File: src/rtl/mem_wb_stage.sv
// Memory-access / write-back stage behind the 8-bit ALU: ALU ops retire as a one-cycle
// register-file write, LD/ST run a req/ack memory handshake with a sticky timeout fault.
package mem_wb_pkg;

  typedef enum logic [4:0] {
    kADD = 5'd0,
    kSUB = 5'd1,
    kAND = 5'd2,
    kXOR = 5'd3,
    kSLL = 5'd4,
    kSRL = 5'd5,
    kMOV = 5'd6,
    kCMP = 5'd7,
    kBE  = 5'd8,
    kBL  = 5'd9,
    kBG  = 5'd10,
    kBA  = 5'd11,
    kLD  = 5'd12,
    kST  = 5'd13
  } op_e;

endpackage

module mem_wb_stage
  import mem_wb_pkg::*;
#(
  parameter int AW      = 8,
  parameter int DW      = 8,
  parameter int RW      = 3,
  parameter int TIMEOUT = 15
) (
  input  logic          clk,
  input  logic          reset,
  input  logic          in_valid,
  output logic          in_ready,
  input  logic [4:0]    op,
  input  logic [AW-1:0] alu_rslt,
  input  logic [DW-1:0] st_data,
  input  logic [RW-1:0] dst_in,
  output logic          mem_req,
  output logic          mem_we,
  output logic [AW-1:0] mem_addr,
  output logic [DW-1:0] mem_wdata,
  input  logic [DW-1:0] mem_rdata,
  input  logic          mem_ack,
  output logic          wb_en,
  output logic [RW-1:0] wb_dst,
  output logic [DW-1:0] wb_data,
  output logic          err
);

  localparam int CW = $clog2(TIMEOUT + 1);
  localparam logic [CW-1:0] LastWait = CW'(TIMEOUT - 1);

  typedef enum logic [1:0] {
    S_IDLE,
    S_ACCESS,
    S_DONE
  } state_e;

  state_e        state_q;
  logic [CW-1:0] cnt_q;
  logic          mem_we_q;
  logic [AW-1:0] mem_addr_q;
  logic [DW-1:0] mem_wdata_q;
  logic          wb_en_q;
  logic [RW-1:0] wb_dst_q;
  logic [DW-1:0] wb_data_q;
  logic          err_q;

  function automatic logic is_alu_wb(input logic [4:0] code);
    case (code)
      kADD, kSUB, kAND, kXOR, kSLL, kSRL, kMOV: is_alu_wb = 1'b1;
      default:                                  is_alu_wb = 1'b0;
    endcase
  endfunction

  // Handshake outputs are decoded from state alone, so no input reaches an output combinationally.
  assign in_ready  = (state_q == S_IDLE);
  assign mem_req   = (state_q == S_ACCESS);
  assign mem_we    = mem_we_q;
  assign mem_addr  = mem_addr_q;
  assign mem_wdata = mem_wdata_q;
  assign wb_en     = wb_en_q;
  assign wb_dst    = wb_dst_q;
  assign wb_data   = wb_data_q;
  assign err       = err_q;

  // NOTE: sequential state uses non-blocking assignments so every register samples
  // pre-edge values; blocking here would create order-dependent simulation races.
  always_ff @(posedge clk or posedge reset) begin
    if (reset) begin
      state_q     <= S_IDLE;
      cnt_q       <= '0;
      mem_we_q    <= 1'b0;
      mem_addr_q  <= '0;
      mem_wdata_q <= '0;
      wb_en_q     <= 1'b0;
      wb_dst_q    <= '0;
      wb_data_q   <= '0;
      err_q       <= 1'b0;
    end else begin
      wb_en_q <= 1'b0;
      case (state_q)
        S_IDLE: begin
          if (in_valid) begin
            if (is_alu_wb(op)) begin
              wb_en_q   <= 1'b1;
              wb_data_q <= DW'(alu_rslt);
              wb_dst_q  <= dst_in;
            end else if (op == kLD || op == kST) begin
              mem_addr_q <= alu_rslt;
              mem_we_q   <= (op == kST);
              if (op == kST) mem_wdata_q <= st_data;
              wb_dst_q   <= dst_in;
              cnt_q      <= '0;
              state_q    <= S_ACCESS;
            end
          end
        end
        S_ACCESS: begin
          // Ack takes priority over a timeout landing in the same cycle.
          if (mem_ack) begin
            if (!mem_we_q) wb_data_q <= mem_rdata;
            wb_en_q <= ~mem_we_q;
            state_q <= S_DONE;
          end else if (cnt_q == LastWait) begin
            err_q   <= 1'b1;
            state_q <= S_IDLE;
          end else begin
            cnt_q <= cnt_q + CW'(1);
          end
        end
        S_DONE:  state_q <= S_IDLE;
        default: state_q <= S_IDLE;
      endcase
    end
  end

endmodule

File: config.mk
export PLATFORM = sky130hd
export DESIGN_NAME = mem_wb_stage
export DESIGN_NICKNAME = d
export VERILOG_FILES = /design/src/rtl/mem_wb_stage.sv
export SDC_FILE = /design/constraint.sdc
export NUM_CORES = 1
export LEC_CHECK = 0
export CORE_UTILIZATION = 38
export DETAILED_ROUTE_END_ITERATION = 8
export GPL_ROUTABILITY_DRIVEN = 1
export PLACE_DENSITY = 0.72
export REMOVE_ABC_BUFFERS = 1
export SETUP_SLACK_MARGIN = 0.05
export SKIP_LAST_GASP = 1
export SLEW_MARGIN = 10
export SYNTH_ARGS = -nofsm -noshare
export SYNTH_HDL_FRONTEND = slang
export SYNTH_SLANG_ARGS = --single-unit
export TNS_END_PERCENT = 5
File: constraint.sdc
create_clock -name clk -period 1.9 [get_ports clk]
set_input_delay 0.19 -clock clk [delete_from_list [all_inputs] [get_ports clk]]
set_output_delay 0.19 -clock clk [all_outputs]
set_load 0.02 [all_outputs]
# == Word level (Yosys, flattened, before mapping) ==
# Cells that the tools add are included.
# totals
regBits,36
in_bits,36
output_inout_bits,32
wordCells,71
# op_classes
addsub,1
eq_ne,19
n_mux,26
bitwise_logic,3
n_reduce_logical,13
# op_table
op,n
8-bit 2-to-1 mux,4
4-bit 2-to-1 mux,5
8-bit one-hot mux with 2 select lines,1
5-bit by 3-bit == test with 1-bit output (second input constant),3
5-bit by 2-bit == test with 1-bit output (second input constant),2
5-bit by 4-bit == test with 1-bit output (second input constant),2
2-bit 2-to-1 mux,5
2-bit inequality test (second input constant),5
5-bit AND reduction,2
4-bit one-hot mux with 2 select lines,1
4-bit AND reduction,2
7-bit OR reduction,1
1-bit 2-to-1 mux,6
3-bit 2-to-1 mux,2
2-bit by 1-bit inequality test with 1-bit output (second input constant),3
3-bit AND reduction,2
6-bit AND reduction,1
5-bit by 1-bit == test with 1-bit output (second input constant),1
5-bit zero test,1
4-bit by 1-bit adder with 4-bit output (second input constant),1
4-bit == test (second input constant),1
2-bit one-hot mux with 2 select lines,1
2-bit nonzero test,2
3-bit by 1-bit inequality test with 1-bit output (second input constant),1
5 further kinds,7

# == Logic depth before layout (Yosys ltp) ==
# depth
depth_word,8
mapped_depth,5
ltp_nobuf,5

# == Least setup slack after synthesis ==
# OpenSTA, ideal clock, no wires.
# synth_timing
path_type,register to register
start,register state_q[0]
end,register wb_data_q[0] (netlist: wb_data[0])
setup_ns,0.125
arrival_ns,1.829
required_time_ns,1.775
path_slack_ns,-0.053
stages_incl_launch_ff,5
path_buffers,1
synth_period_minus_slack_ns,1.953
cell_sequence,dfrtp_1 or4b_1 buf_6 o32ai_4 mux2_2
# synth_via
elab_chain_len,3
word_cells_on_any_way,9
classes_between,5 x eq/ne; 1 x mux; 3 x reduce/logical
# synth_lines
element,line,text
"start, declared",61,state_e state_q;
"start signal, assigned",93,state_q <= S_IDLE;
"start signal, assigned",117,state_q <= S_ACCESS;
"start signal, assigned",126,state_q <= S_DONE;
2-bit by 1-bit == test with 1-bit output or 2-bit zero test (tied branches),104,case (state_q)
"2-bit inequality test (no line), or another cell as far along",n/a,
5-bit AND reduction (no line),n/a,
"end signal, assigned",109,wb_data_q <= DW'(alu_rslt);
"end signal, assigned",124,if (!mem_we_q) wb_data_q <= mem_rdata;
"end, declared",68,logic [DW-1:0] wb_data_q;
# Several ways; a longest one is shown, not always the timed one.
# A chain may end at the register's enable or synchronous reset.

# == Worst setup path in the final report ==
# layout_timing
start,register state_q[0]
end,register mem_addr_q[5] (netlist: mem_addr[5])
# layout_via
elab_chain_len,2
# layout_lines
element,line,text
2-bit zero test,104,
4-bit AND reduction (no line),n/a,
"end signal, assigned",112,mem_addr_q <= alu_rslt;
"end, declared",64,logic [AW-1:0] mem_addr_q;
# Every way passes these cells.

==> flow_summary.json <==
{
  "ys_seq_area_share_pct": 57.2,
  "initialDrtViolationCount": 45,
  "ant_nets": 0,
  "netlist_area_sq_um": 1580,
  "required_ns": 2.07,
  "synth-async-reset-ratio_pct": 100,
  "first_pass_iters": 4,
  "finalSetupViolCount": 0,
  "synth_top_family_by_area": "multiplexers",
  "yosys.area.top_type": "dfrtp_1",
  "clock_path_buffers": 2,
  "io_buffers": 67,
  "synth_compound_area_share_pct": 5.64,
  "grt_max_degree": 23,
  "r2r-start": "state_q[0]",
  "htree_levels": 2,
  "ys_warn_count": 0,
  "critPathMaxFanout": 10,
  "power_density_nw_per_um2": 985,
  "worst_setup_path_start_kind": "register",
  "outcome": "finished, final reports clean",
  "holdBufCountCts": 0,
  "initial_core_util_pct": 39.4,
  "period_needed_ns": 1.87,
  "arrival_ns": 2.04,
  "place.detailed.hpwl_microns": 2810,
  "place_congestion": 0.717,
  "worstMarginPinSlew_ns": 0.300,
  "synth_enable_flop_cells": 0,
  "muxShareOfSynthArea_pct": 25.7,
  "path_clk_slew_ns": 0.07,
  "via_per_inst": 4.98,
  "overflow": 0,
  "drt-wirelength-per-cell_microns": 15.0,
  "die_x_microns": 66.4,
  "rows": 23,
  "p_leak_nw": 1.10,
  "dieArea_sq_um": 4410,
  "r2r_setup_slack_ns": 0.03,
  "finish.net_count": 234,
  "insertion_delay_ns": 0.29,
  "grt_pass1_vias": 1246,
  "place_ws_ns": -0.216,
  "vdd_drop_max_uv": 564,
  "synth_fa_ha_area_share_pct": 1.59,
  "hold_path_class": "input pin to asynchronous set/reset pin",
  "worst_slack_ns": 0.0256,
  "synth_area_leaders": "dfrtp_1 57%, mux2_2 26%, o32ai_4 1.7%",
  "diodes": 0,
  "endpoint_kind": "register",
  "placed_area_sq_um": 2410,
  "path_class": "register to register",
  "synth.avg_cell_area_sq_um": 14.2,
  "cts_tree": "built",
  "fmax_mhz": 533,
  "ys_dominant_reg_cell": "dfrtp_1",
  "drive_above_1_share_pct": 30.5,
  "ys_ff_latch": 36,
  "synth.top_cell.area_share_pct": 57.2,
  "slew_headroom_pct": 79.9,
  "skew_ns": 0.00603,
  "clock-sinks": 36,
  "ff2ff_path_depth": 5,
  "ys_types": 27,
  "synthXorXnorAreaFrac_pct": 0,
  "pin_count": 68,
  "routed_wl_microns": 3710,
  "antenna_found_initial": 0,
  "grt_usage_pct": 18.5,
  "syn-instance-count": 111,
  "hold_viol": 0,
  "numCtsBuffers": 5,
  "cts-root-buf": "clkbuf_8",
  "fin_crit_sh_pct": 98.7,
  "coreArea_sq_um": 4000,
  "grt_pass1_wl_microns": 5780,
  "maxCapViolations": 0,
  "regToRegEndpoint": "mem_addr[5]",
  "num_vias": 1229,
  "synth-simple-area-share_pct": 7.70,
  "grt_setup_unrepaired": "yes",
  "drc_errors": 0,
  "holdWs_ns": 0.232,
  "finalMaxSlewViolations": 0,
  "die_h_microns": 66.4,
  "design_area_sq_um": 2530,
  "flow.area_growth_from_synthesis_pct": 60.4
}
-- final cells by class --
class | instances | area, sq um
well taps | 50 | 62.6
inverters | 6 | 22.5
clock inverters | 2 | 35.0
flip-flops and latches | 36 | 901
fillers | 313 | 1470
clock buffers | 6 | 72.6
multi-input cells | 68 | 644
repair buffers | 79 | 788
-- what timing repair did --
item,CTS,global route
setup endpoints to repair,26,25
endpoints found under the hold margin,0,0
setup buffers,0,0
pin swaps,0,1
resized for setup,1,2
-- state kept, by name, summed over array words and instances, names as in the netlist --
register   flops
cnt_q          4
wb_dst         3
state_q        2
mem_wdata      8
mem_we         1
wb_data        8
err            1
mem_addr       8
wb_en          1
-- where the power goes --
group          total, W  leakage, nW  internal [W]  switching [W]
sequential      0.00102        0.452      0.000925      0.0000904
combinational  0.000818        0.588      0.000458       0.000360
clock          0.000654       0.0552      0.000389       0.000265
total           0.00249         1.10       0.00177       0.000716
-- Yosys cell counts, types with 2 or more instances --
| cell type | count |
|---|---|
| o21ai_0 | 3 |
| ha_1 | 2 |
| nand3b_1 | 2 |
| mux2_2 | 36 |
| or3_1 | 2 |
| inv_1 | 5 |
| and3_1 | 2 |
| nor2_1 | 3 |
| a21oi_1 | 2 |
| dfrtp_1 | 36 |
| nor2_2 | 2 |
-- cell families after synthesis --
family | Yosys count
fa+ha+maj | 2
simple gates | 19
flops | 36
compound gates | 11
buf+inv | 7
mux | 36
-- stage by stage --
stage	cells	total power, W	TNS, ns	utilization (%)
4_1_cts	247	0.00252	-0.528	63.0
6_report	247	0.00249	0	63.2
3_5_place_dp	239	0.00185	-5.05	60.3
5_1_grt	247	0.00261	-0.0171	63.2
2_1_floorplan	110	0.00140	-0.729	-
3_3_place_gp	239	0.00183	-4.74	60.3
-- metal layers --
| layer | GRT usage [%] | wire length [microns] |
|---|---|---|
| met4 | 9.04 | 63 |
| met1 | 20.3 | 1430 |
| met2 | 30.9 | 1980 |
| met3 | 7.59 | 241 |
| met5 | 0 | 0 |
-- worst max-delay path, cell delays in order, from the launching register on --
cell,delay (ns)
dfrtp_1,0.38
or4b_4,0.57
buf_4,0.16
nor2_2,0.15
buf_12,0.15
mux2_2,0.34
-- worst max path at each step --
stage               startpoint  slack (ns)           to
floorplan           state_q[0]       -0.09   wb_data[0]
global placement      in_valid       -0.20   wb_data[0]
detailed placement    in_valid       -0.22   wb_data[6]
CTS                 state_q[0]       -0.04  mem_addr[5]
global route        state_q[0]      -0.006     cnt_q[1]
finish              state_q[0]        0.03  mem_addr[5]
-- cells in the final DEF, fill, tap and decap left out, types with 3 or more instances in the layout --
master / netlist / layout
nor2_1: 3 / 3
inv_1: 5 / 5
o21ai_0: 3 / 3
clkdlybuf4s50_1: 0 / 66
mux2_2: 36 / 36
dfrtp_1: 36 / 36
clkbuf_8: 0 / 5
buf_4: 0 / 9
Power figures use the tool's default switching activity.
